===== src/rtl/sata_oob_decoder.sv =====
// sata_oob_decoder: measures squelch burst/gap lengths and pulses cominit or comwake
// once AMOUNT valid bursts with consistently classified gaps have been seen.
module sata_oob_decoder #(
  parameter int BURSTMIN   = 8,
  parameter int BURSTMAX   = 24,
  parameter int WAKEGAPMIN = 12,
  parameter int WAKEGAPMAX = 20,
  parameter int INITGAPMIN = 36,
  parameter int INITGAPMAX = 60,
  parameter int AMOUNT     = 4
) (
  input  logic clk,
  input  logic reset,
  input  logic rxelecidle,
  output logic cominit,
  output logic comwake,
  output logic busy
);
  localparam int LW = $clog2(INITGAPMAX + 2);
  localparam int CW = $clog2(AMOUNT + 1);
  localparam logic [LW-1:0] len_one   = LW'(1);
  localparam logic [LW-1:0] len_sat   = LW'(INITGAPMAX + 1);
  localparam logic [LW-1:0] len_bover = LW'(BURSTMAX + 1);
  localparam logic [LW-1:0] bmin = LW'(BURSTMIN);
  localparam logic [LW-1:0] bmax = LW'(BURSTMAX);
  localparam logic [LW-1:0] wmin = LW'(WAKEGAPMIN);
  localparam logic [LW-1:0] wmax = LW'(WAKEGAPMAX);
  localparam logic [LW-1:0] imin = LW'(INITGAPMIN);
  localparam logic [LW-1:0] imax = LW'(INITGAPMAX);
  localparam logic [CW-1:0] cnt_one  = CW'(1);
  localparam logic [CW-1:0] cnt_done = CW'(AMOUNT);

  typedef enum logic [1:0] {st_flush, st_idle, st_burst, st_gap} state_t;

  logic [1:0] sync;
  logic active;
  state_t state, state_n;
  logic [LW-1:0] len, len_n, len_inc;
  logic [CW-1:0] cnt, cnt_n, cnt_inc;
  logic cls, cls_n;
  logic burst_ok, gap_wake, gap_init, gap_ok, done;
  logic cominit_n, comwake_n, busy_n;

  assign active = ~sync[1];

  always_comb begin
    len_inc  = (len == len_sat) ? len : len + len_one;
    cnt_inc  = cnt + cnt_one;
    burst_ok = (len >= bmin) && (len <= bmax);
    gap_wake = (len >= wmin) && (len <= wmax);
    gap_init = (len >= imin) && (len <= imax);
    gap_ok   = gap_wake || gap_init;
    done     = (state == st_burst) && !active && burst_ok && (cnt_inc == cnt_done);
  end

  always_ff @(posedge clk) begin
    if (reset) begin
      sync    <= 2'b11;
      state   <= st_flush;
      len     <= '0;
      cnt     <= '0;
      cls     <= 1'b1;
      cominit <= 1'b0;
      comwake <= 1'b0;
      busy    <= 1'b0;
    end else begin
      sync    <= {sync[0], rxelecidle};
      state   <= state_n;
      len     <= len_n;
      cnt     <= cnt_n;
      cls     <= cls_n;
      cominit <= cominit_n;
      comwake <= comwake_n;
      busy    <= busy_n;
    end
  end

  // cls: 1 = init/reset gap class, 0 = wake gap class
  always_comb begin
    state_n = state;
    len_n   = len;
    cnt_n   = cnt;
    cls_n   = cls;
    case (state)
      st_flush: state_n = active ? st_flush : st_idle;
      st_idle: if (active) begin
        state_n = st_burst;
        len_n   = len_one;
        cnt_n   = '0;
      end
      st_burst: if (active) begin
        len_n = len_inc;
        if (len_inc == len_bover) begin
          state_n = st_flush;
          cnt_n   = '0;
        end
      end else if (!burst_ok || done) begin
        state_n = st_idle;
        cnt_n   = '0;
      end else begin
        state_n = st_gap;
        len_n   = len_one;
        cnt_n   = cnt_inc;
      end
      st_gap: if (!active) begin
        len_n = len_inc;
        if (len_inc == len_sat) begin
          state_n = st_idle;
          cnt_n   = '0;
        end
      end else begin
        state_n = st_burst;
        len_n   = len_one;
        if (gap_ok && cnt == cnt_one) cls_n = gap_init;
        else if (!gap_ok || gap_init != cls) cnt_n = '0;
      end
      default: state_n = st_flush;
    endcase
  end

  always_comb begin
    cominit_n = done && cls;
    comwake_n = done && !cls;
    busy_n    = (state_n == st_burst) || (state_n == st_gap);
  end
endmodule


===== config.mk =====
export PLATFORM = sky130hd
export DESIGN_NAME = sata_oob_decoder
export DESIGN_NICKNAME = d
export VERILOG_FILES = /design/src/rtl/sata_oob_decoder.sv
export SDC_FILE = /design/constraint.sdc
export NUM_CORES = 1
export LEC_CHECK = 0
export ABC_AREA = 1
export CELL_PAD_IN_SITES_DETAIL_PLACEMENT = 2
export CELL_PAD_IN_SITES_GLOBAL_PLACEMENT = 2
export CORE_MARGIN = 2
export CORE_UTILIZATION = 29
export CTS_BUF_LIST = sky130_fd_sc_hd__clkbuf_8 sky130_fd_sc_hd__clkbuf_16
export DETAILED_ROUTE_END_ITERATION = 8
export GPL_ROUTABILITY_DRIVEN = 0
export HOLD_SLACK_MARGIN = 0.08
export PLACE_DENSITY = 0.81
export SYNTH_ARGS = -nofsm -noshare
export SYNTH_HDL_FRONTEND = slang
export SYNTH_SLANG_ARGS = --single-unit
export TNS_END_PERCENT = 1

===== constraint.sdc =====
create_clock -name clk -period 1.67 [get_ports clk]
set_input_delay 0.4175 -clock clk [delete_from_list [all_inputs] [get_ports clk]]
set_output_delay 0.4175 -clock clk [all_outputs]
set_load 0.01 [all_outputs]

==> results of run 1 <==
## sequential cells by signal (all words and copies together), names as in the netlist
register and cells:
cnt 3, state 1, cominit 1, cls 1, busy 1, len 6
sync 2, comwake 1
## area by class of cell
type / count / area (um2) / share of cell area (%)
multi-input combinational: 125 / 836 / 52.4
sequential: 16 / 330 / 20.7
timing repair buffer: 29 / 230 / 14.4
inverter: 21 / 83.8 / 5.25
tap: 48 / 60.1 / 3.76
clock buffer: 4 / 55.1 / 3.45
## power groups by stage
stage,clock (mW),sequential (mW),combinational (mW)
finish,0.378,0.401,0.0980
global route,0.396,0.403,0.108
CTS,0.376,0.400,0.0784
detailed placement,0,0.409,0.0747
global placement,0,0.407,0.0704
floorplan,0,0.407,0.0460
## cell families (layout without fill, tap and decap cells)
family                     after synthesis  count (layout)  synth area share [%]
adders and majority gates                6               6                  6.90
AOI/OAI and AO/OA                       14              14                  7.13
DFF                                     16              16                  29.5
and+or+nand+nor                        104             104                  46.7
buffers and inverters                   24              54                  8.98
xor gates and xnor gates                 1               1                 0.806
## timing repair
| item | CTS | global route |
|---|---|---|
| pin swaps | 4 | 16 |
| endpoints found under the hold margin | 0 | 0 |
| resized for setup | 22 | 33 |
| endpoints found under the setup margin | 4 | 7 |
| setup buffers | 0 | 5 |
| hold buffers | 0 | 0 |
## critical path, stage by stage (launching register included)
cell     delay (ns)
dfxtp_4        0.38
buf_4          0.15
ha_4           0.17
xnor2_2        0.19
nand2_2        0.12
nor2_1         0.15
nand2_2        0.11
nand2_4        0.09
nand3_4        0.11
nand2_2        0.07
nand2_1        0.06
nor2_2         0.09
## synthesized netlist by cell type, drive strengths merged
master   n  share of area (%)
ha       6                6.9
xnor2    1               0.81
buf      1                1.0
clkbuf   2               0.69
nor4     1               0.58
or2      3                1.7
dfxtp   16                 29
o211ai   2                1.4
nand3   13                7.1
nand2   58                 23
inv     21                7.3
o21bai   1               0.69
and2     1               0.58
a21oi    9                4.1
nor2    23                 11
nor3     1               0.46
nand3b   1               0.69
nand4    3                1.7
o21ai    2               0.92
## metrics by stage
stage	setup TNS, ns	total power, mW	area (um2)	instances
after floorplan	0	0.453	1090	165
after global placement	-0.0570	0.478	1320	234
after detailed placement	-0.358	0.484	1320	234
after CTS	-0.131	0.854	1430	238
after global routing	-0.942	0.906	1600	243
final	-0.241	0.877	1600	243
## layer usage
layer	part of all wire [%]	routed length, um
met3	1.9	89
met2	53	2420
met5	0	0
met1	44	2020
met4	1.6	75
## worst max path at each step
| stage | endpoint | startpoint | slack, ns | depth (start not counted) |
|---|---|---|---|---|
| 3_3_place_gp | cnt[1] | len[1] | -0.03 | 14 |
| 6_report | cnt[0] | len[0] | -0.08 | 11 |
| 2_1_floorplan | cnt[0] | len[1] | 0.03 | 14 |
| 5_1_grt | cnt[0] | len[1] | -0.15 | 11 |
| 3_5_place_dp | cnt[1] | len[1] | -0.12 | 15 |
| 4_1_cts | cnt[1] | len[1] | -0.05 | 14 |
==> flow_summary_export.csv, run 1 <==
group,metric,value,unit
outcome,status,"finished, violations left",
outcome,failed_checks,"setup timing",
timing,slew_headroom,79.6,%
global_route,gr-usage-met1,24.6,%
global_route,grt_use_met3,2.74,%
worst_setup_path,crit_type,"register to register",
routing,drt_first_iter_violations,31,
worst_hold_path,hold_class,"register to register",
power,intPower,641,uW
worst_hold_path,min_from,"sync[0]",
synth,synth_seq_cells,16,
cts,cts-buffers-inserted,3,
synth,syn-cell-area,1090,um2
global_route,antenna_found_initial,0,
finish,nets,205,
timing,hold_viol,0,
routing,wl_per_cell,19.0,um
worst_setup_path,r2r_end,"cnt[0]",
global_route,grt_pass1_wl,6680,um
synth,synth_area_per_cell,6.59,um2
power,p_sw,236,uW
worst_setup_path,start_kind,"register",
global_route,grt_pass1_vias,1314,
power,p_per_area,550,nW/um2
floorplan,die-area,4250,um2
timing,clock.fmax,0.573,GHz
routing,vias_per_cell,4.97,
floorplan,rows,22,
placement,hpwlAfterDp,2830,um
placement,portBuffers,5,
power,combPwrFrac,11.2,%
worst_setup_path,crit_arrival,1.96,ns
floorplan,initial_core_util,29.9,%
finish,fin_util,43.9,%
worst_setup_path,cp.required,1.88,ns
global_route,track_usage,20.7,%
timing,slew_violations,0,
synth,synth_fp_nets,174,
power,ir_worst_vdd,0.596,mV
worst_setup_path,reg2reg_depth,11,
floorplan,die_w,65.2,um
power,p_seq_share,45.7,%
routing,num_vias,1208,
floorplan,ios,6,
timing,fin_worst_skew,0.00659,ns
timing,tightest_slew,0.306,ns
worst_setup_path,path_max_fanout,5,
routing,drt_first_pass_iters,4,
synth,yosysWarnings,0,
cts,htreeDepth,1,
synth,ys_types,25,
routing,wl,4610,um
synth,netlist_instances,165,
timing,min_period,1.75,ns
worst_hold_path,hold_depth,1,
power,p_leak,0.725,nW
global_route,grt_max_degree,10,
finish,fillCellCount,424,
finish,final_cell_mix,"nand2_1 (36), buf_4 (24), nand2_2 (18)",
worst_setup_path,cp-end-kind,"register",
cts,path_clk_slew,0.08,ns
timing,finalWorstSetupSlack,-0.0762,ns
cts,clock_latency,0.27,ns
power,clockPowerShare,43.1,%
timing,rsz0062_at_grt,"yes",
cts,ctsRootBufferMaster,"clkbuf_8",
timing,whs,0.437,ns
synth,yosysSeqAreaShare,29.5,%
worst_hold_path,holdPathEnd,"sync[1]",
worst_setup_path,ff2ff_setup_slack,-0.08,ns
floorplan,core-area,3630,um2
cts,clock_sinks,16,
timing,post-route-period-util,105,%
global_route,grt-ovfl-total,0,
timing,finalSetupViolCount,4,
finish,antenna_cells,0,
cts,cts_buffer_depth,2,
job,maxCapViolCount,0,
finish,layout-drive-gt1-share,44.6,%
cts,cts_tree,"yes",
floorplan,die_h,65.2,um
power,switching_share,26.9,%
finish,synthToLayoutAreaGrowth,46.7,%
global_route,use_met2,38.9,%
placement,pre_cts_ws,-0.120,ns
worst_setup_path,r2r-start,"len[0]",
routing,drc,0,
global_route,top_usage_layer,"met2",
routing,antenna_left,0,
finish,final_common_cell,"nand2_1",
Note: power is estimated with default switching activity, not from simulation.
==> run 2: changes to the inputs <==
- CORE_MARGIN: 2 -> default
==> run 2 against run 1 <==
Against the previous run: the flow still finishes with violations (setup timing); routed wire length decreased by 21%; die area down 6.0%; highest routed layer unchanged; count of clock-buffer cells in the layout is the same; cell count is 3.3% lower; sequential share of layout area rose by 2.4 points; critical path type unchanged; global-route usage fell by 1.4 points; setup slack better by 0.076 ns; first-iteration DRC count did not move; worst hold slack lost 0.020 ns.
==> flow_summary_export.csv, run 2 (same netlist as run 1, synthesis figures left out) <==
group,metric,value,unit
timing,fin_worst_skew,0.00584,ns
finish,antenna_cells,0,
finish,nets,199,
power,ir_worst_vdd,0.450,mV
power,p_seq_share,47.5,%
outcome,failed_checks,"setup timing",
floorplan,initial_core_util,31.3,%
routing,vias_per_cell,4.89,
finish,regMostFlops,"len",
power,intPower,634,uW
worst_setup_path,cp.required,1.88,ns
finish,final_cell_area,1430,um2
worst_setup_path,slowest_delay,0.32,ns
power,p_leak,0.700,nW
timing,hold_viol,0,
finish,final_common_cell,"nand2_1",
timing,clock.fmax,0.599,GHz
worst_setup_path,cp-end-kind,"register",
power,p_sw,205,uW
cts,clock_sinks,16,
placement,placed_cell_area,1300,um2
worst_setup_path,start_kind,"register",
routing,wl,3660,um
worst_setup_path,ff2ff_setup_slack,-0.0005,ns
cts,htreeDepth,1,
worst_setup_path,r2r-start,"len[1]",
worst_hold_path,min_from,"sync[0]",
power,p_per_area,589,nW/um2
worst_setup_path,slowest_stage,"dfxtp_2",
finish,reg.largest.list,"len (6), cnt (3), sync (2)",
cts,cts_tree,"yes",
routing,wl_per_cell,15.6,um
power,combPwrFrac,9.5,%
worst_setup_path,crit_top_cell,"nand2_1",
cts,cts_buffer_depth,2,
timing,rsz0062_at_grt,"yes",
routing,num_vias,1148,
global_route,grt_pass1_vias,1284,
floorplan,die_w,63.2,um
global_route,track_usage,19.3,%
finish,final_cell_mix,"nand2_1 (45), inv_1 (19), nor2_1 (18), buf_4 (18), dfxtp_1 (11)",
worst_setup_path,crit_type,"register to register",
placement,portBuffers,5,
cts,cts-buffers-inserted,3,
floorplan,core-area,3470,um2
timing,finalWorstSetupSlack,-0.000502,ns
timing,min_period,1.67,ns
timing,slew_violations,0,
routing,drt_first_iter_violations,31,
floorplan,ios,6,
global_route,grt_max_degree,10,
floorplan,die-area,4000,um2
cts,path_clk_slew,0.07,ns
outcome,status,"finished, violations left",
worst_setup_path,r2r_end,"cnt[1]",
routing,antenna_left,0,
job,maxCapViolCount,0,
cts,clock_latency,0.26,ns
finish,largest_reg_flops,6,
finish,fin_util,41.1,%
power,clockPowerShare,42.9,%
timing,whs,0.417,ns
worst_setup_path,crit_chain,"inv_2 -> ha_2 -> inv_2 -> nor2_8 -> nand3_2 -> nand2_1 -> nand2_1 -> nor2_2 -> nand2_2 -> nand2_4 -> nand3_4 -> nand2_1 -> nand2_1 -> nor2_2",
worst_hold_path,holdPathEnd,"sync[1]",
timing,post-route-period-util,100,%
placement,hpwlAfterDp,2760,um
finish,synthToLayoutAreaGrowth,31.1,%
worst_hold_path,hold_class,"register to register",
routing,drt_first_pass_iters,4,
worst_hold_path,hold_depth,1,
worst_setup_path,path_max_fanout,5,
worst_setup_path,crit_arrival,1.88,ns
global_route,grt_pass1_wl,5990,um
worst_setup_path,reg2reg_depth,14,
floorplan,rows,21,
power,switching_share,24.5,%
global_route,antenna_found_initial,0,
cts,cts_hold_buffers,0,
timing,slew_headroom,79.0,%
timing,finalSetupViolCount,1,
global_route,grt-ovfl-total,0,
power,power,839,uW
cts,ctsRootBufferMaster,"clkbuf_8",
timing,tightest_slew,0.314,ns
routing,drc,0,
floorplan,die_h,63.2,um
finish,layout-drive-gt1-share,30.7,%
[run 2: cell type report]
type	instances	area [um2]
multi-input combinational	125	719
clock buffer	4	55.1
sequential	16	329
timing repair buffer	23	185
tap	46	57.6
inverter	21	78.8
fill	437	2040
[run 2: routing by layer]
layer	up-vias	global-route usage, %	part of all wire, %
met5	-	0	0
met4	0	5.97	0.93
met3	4	3.80	1.8
met2	9	36.4	52
met1	573	21.4	45
li1	562	-	-
[run 2: worst max path at each step]
stage | startpoint | to | slack [ns] | cells after the start
2_1_floorplan | len[1] | cnt[0] | 0.03 | 14
3_3_place_gp | len[0] | cnt[1] | 0.006 | 12
3_5_place_dp | len[1] | cnt[1] | -0.09 | 14
6_report | len[1] | cnt[1] | -0.0005 | 14
4_1_cts | len[1] | cnt[1] | -0.08 | 13
5_1_grt | len[1] | cnt[0] | -0.18 | 14
[run 2: metrics by stage]
| step | TNS [ns] | setup slack, ns | instances |
|---|---|---|---|
| final | -0.000502 | -0.000502 | 235 |
| after global routing | -0.706 | -0.177 | 235 |
| after CTS | -0.221 | -0.0826 | 233 |
| after detailed placement | -0.248 | -0.0921 | 229 |
| after global placement | 0 | 0.00626 | 229 |
| after floorplan | 0 | 0.0317 | 165 |
[run 2: repair_timing]
item	4_1_cts	5_1_grt
setup buffers	0	2
pin swaps	0	5
endpoints found under the setup margin	6	11
resized for setup	2	19
[run 2: critical path: cells and delay by family, from the launching register on]
kind	cells	cell delay, ns
and+or+nand+nor	11	1.02
DFF	1	0.32
adders and majority gates	1	0.16
buffers and inverters	2	0.11
[run 2: power by group through the flow]
stage	logic (mW)	registers (mW)	clock network (mW)
floorplan	0.0460	0.407	0
CTS	0.0802	0.400	0.374
detailed placement	0.0785	0.408	0
global route	0.0899	0.400	0.388
finish	0.0800	0.399	0.360
global placement	0.0727	0.407	0
==> run 3: changes to the inputs <==
- REMOVE_ABC_BUFFERS: default -> 1
==> run 3 against run 2 <==
Against the previous run: fmax decreased by 9.0%; setup slack got worse by 0.17 ns; largest power group unchanged; first-iteration DRC count increased by 13%; critical path type unchanged; largest cell class unchanged; the run still ends with setup timing left; count of clock-buffer cells in the layout unchanged.
==> flow_summary_export.csv, run 3 (same netlist as run 1, synthesis figures left out) <==
group,metric,value,unit
placement,portBuffers,5,
power,ir_worst_vdd,0.406,mV
worst_setup_path,cp-end-kind,"register",
finish,antenna_cells,0,
cts,cts_buffer_depth,2,
finish,nets,204,
floorplan,ios,6,
routing,num_vias,1207,
floorplan,die_h,63.2,um
worst_setup_path,slowest_delay,0.38,ns
routing,drt_first_iter_violations,35,
power,p_per_area,535,nW/um2
routing,wl,5010,um
timing,clock.fmax,0.545,GHz
timing,finalSetupViolCount,5,
cts,clock_sinks,16,
cts,path_clk_slew,0.07,ns
cts,clock_latency,0.26,ns
timing,min_period,1.84,ns
routing,vias_per_cell,5.03,
routing,drt_first_pass_iters,4,
worst_hold_path,hold_depth,1,
routing,wl_per_cell,20.9,um
cts,cts-buffers-inserted,3,
cts,ctsRootBufferMaster,"clkbuf_8",
finish,final_common_cell,"nand2_1",
finish,final_cell_mix,"nand2_1 (35), buf_4 (22), inv_1 (15), nor2_1 (15), nand2_2 (14)",
worst_setup_path,crit_family,"simple AND/OR/NAND/NOR gates",
finish,final_cell_area,1630,um2
worst_setup_path,cp.required,1.83,ns
routing,drc,0,
timing,post-route-period-util,110,%
timing,slew_violations,0,
floorplan,rows,21,
placement,placed_cell_area,1290,um2
global_route,track_usage,23.1,%
worst_setup_path,critPathBufInv,1,
global_route,grt_pass1_wl,7020,um
routing,antenna_left,0,
floorplan,die-area,4000,um2
power,p_leak,0.768,nW
cts,htreeDepth,1,
global_route,grt_pass1_vias,1366,
timing,slew_headroom,79.2,%
timing,hold_viol,0,
floorplan,initial_core_util,31.3,%
floorplan,core-area,3470,um2
finish,layout-drive-gt1-share,43.3,%
power,power,874,uW
worst_setup_path,crit_type,"register to register",
timing,fin_worst_skew,0.00457,ns
global_route,grt-ovfl-total,0,
worst_setup_path,ff2ff_setup_slack,-0.17,ns
finish,regMostFlops,"len",
timing,finalWorstSetupSlack,-0.167,ns
worst_setup_path,crit_arrival,2.00,ns
finish,synthToLayoutAreaGrowth,50.3,%
finish,largest_reg_flops,6,
job,maxCapViolCount,0,
worst_setup_path,reg2reg_depth,11,
worst_setup_path,path_depth,11,
timing,tightest_slew,0.309,ns
worst_setup_path,path_max_fanout,5,
worst_setup_path,slowest_stage,"dfxtp_4",
timing,rsz0062_at_grt,"yes",
worst_hold_path,hold_class,"register to register",
worst_setup_path,start_kind,"register",
outcome,failed_checks,"setup timing",
floorplan,die_w,63.2,um
worst_setup_path,crit_top_cell,"nand2_1",
placement,hpwlAfterDp,2740,um
finish,reg.largest.list,"len (6), cnt (3), sync (2)",
worst_setup_path,crit_chain,"buf_4 -> ha_4 -> xnor2_1 -> nand2_1 -> and2_1 -> nand2_4 -> nand2_4 -> nand3_4 -> nand2_1 -> nand2_1 -> nor2_2",
global_route,grt_max_degree,10,
cts,cts_tree,"yes",
outcome,status,"finished, violations left",
global_route,antenna_found_initial,0,
run 3: cell types whose count changed in the layout (fill, tap and decap cells not counted), moves of 4 or more:
cell	delta
buf_4	+4
inv_1	-4
nand2_1	-10
nand2_2	+5
nand2_4	+4
nand3_4	+4
run 3: worst paths after layout:
check / to / start
max: cnt[1] / len[0]
min: sync[1] / sync[0]
max reg2reg: cnt[1] / len[0]
min reg2reg: sync[1] / sync[0]
run 3: routing by layer:
layer,GRT usage (%),part of all wire [%]
met4,3.69,1.9
met1,25.8,41
met5,0,0
met3,3.99,2.2
met2,45.3,55
run 3: worst reg2reg max path: cells and delay by family, from the launching register on:
| family | cells | cell delay, ns |
|---|---|---|
| flip-flops | 1 | 0.38 |
| AND/OR/NAND/NOR | 8 | 0.82 |
| buffers and inverters | 1 | 0.15 |
| adder cells (fa/ha/maj) | 1 | 0.16 |
| XOR/XNOR | 1 | 0.23 |
run 3: where the power goes:
group	switching, mW	total (mW)	internal (mW)
clock network	0.156	0.367	0.210
logic	0.0621	0.107	0.0446
registers	0.0104	0.401	0.391
total	0.229	0.874	0.645
run 3: repair_timing:
item,CTS,global route
setup buffers,4,4
resized for setup,44,16
pin swaps,14,14
hold buffers,0,0
endpoints found under the setup margin,4,10
run 3: layout make-up:
type,count,area (um2)
fillers,402,1830
flip-flops and latches,16,329
clock buffers,4,55.1
inverters,21,87.6
repair buffers,28,226
multi-input cells,125,878
well taps,46,57.6
run 3: stage by stage:
stage               std cells  utilization (%)  setup TNS (ns)  setup WS [ns]  hold slack, ns
finish                    240             47.1          -0.615         -0.167           0.416
global route              240             47.1           -1.45         -0.266           0.419
CTS                       236             44.3          -0.173        -0.0612           0.424
detailed placement        228             37.2          -0.368         -0.148           0.407
global placement          228             37.2          -0.101        -0.0418           0.392
floorplan                 162                -               0         0.0317           0.389
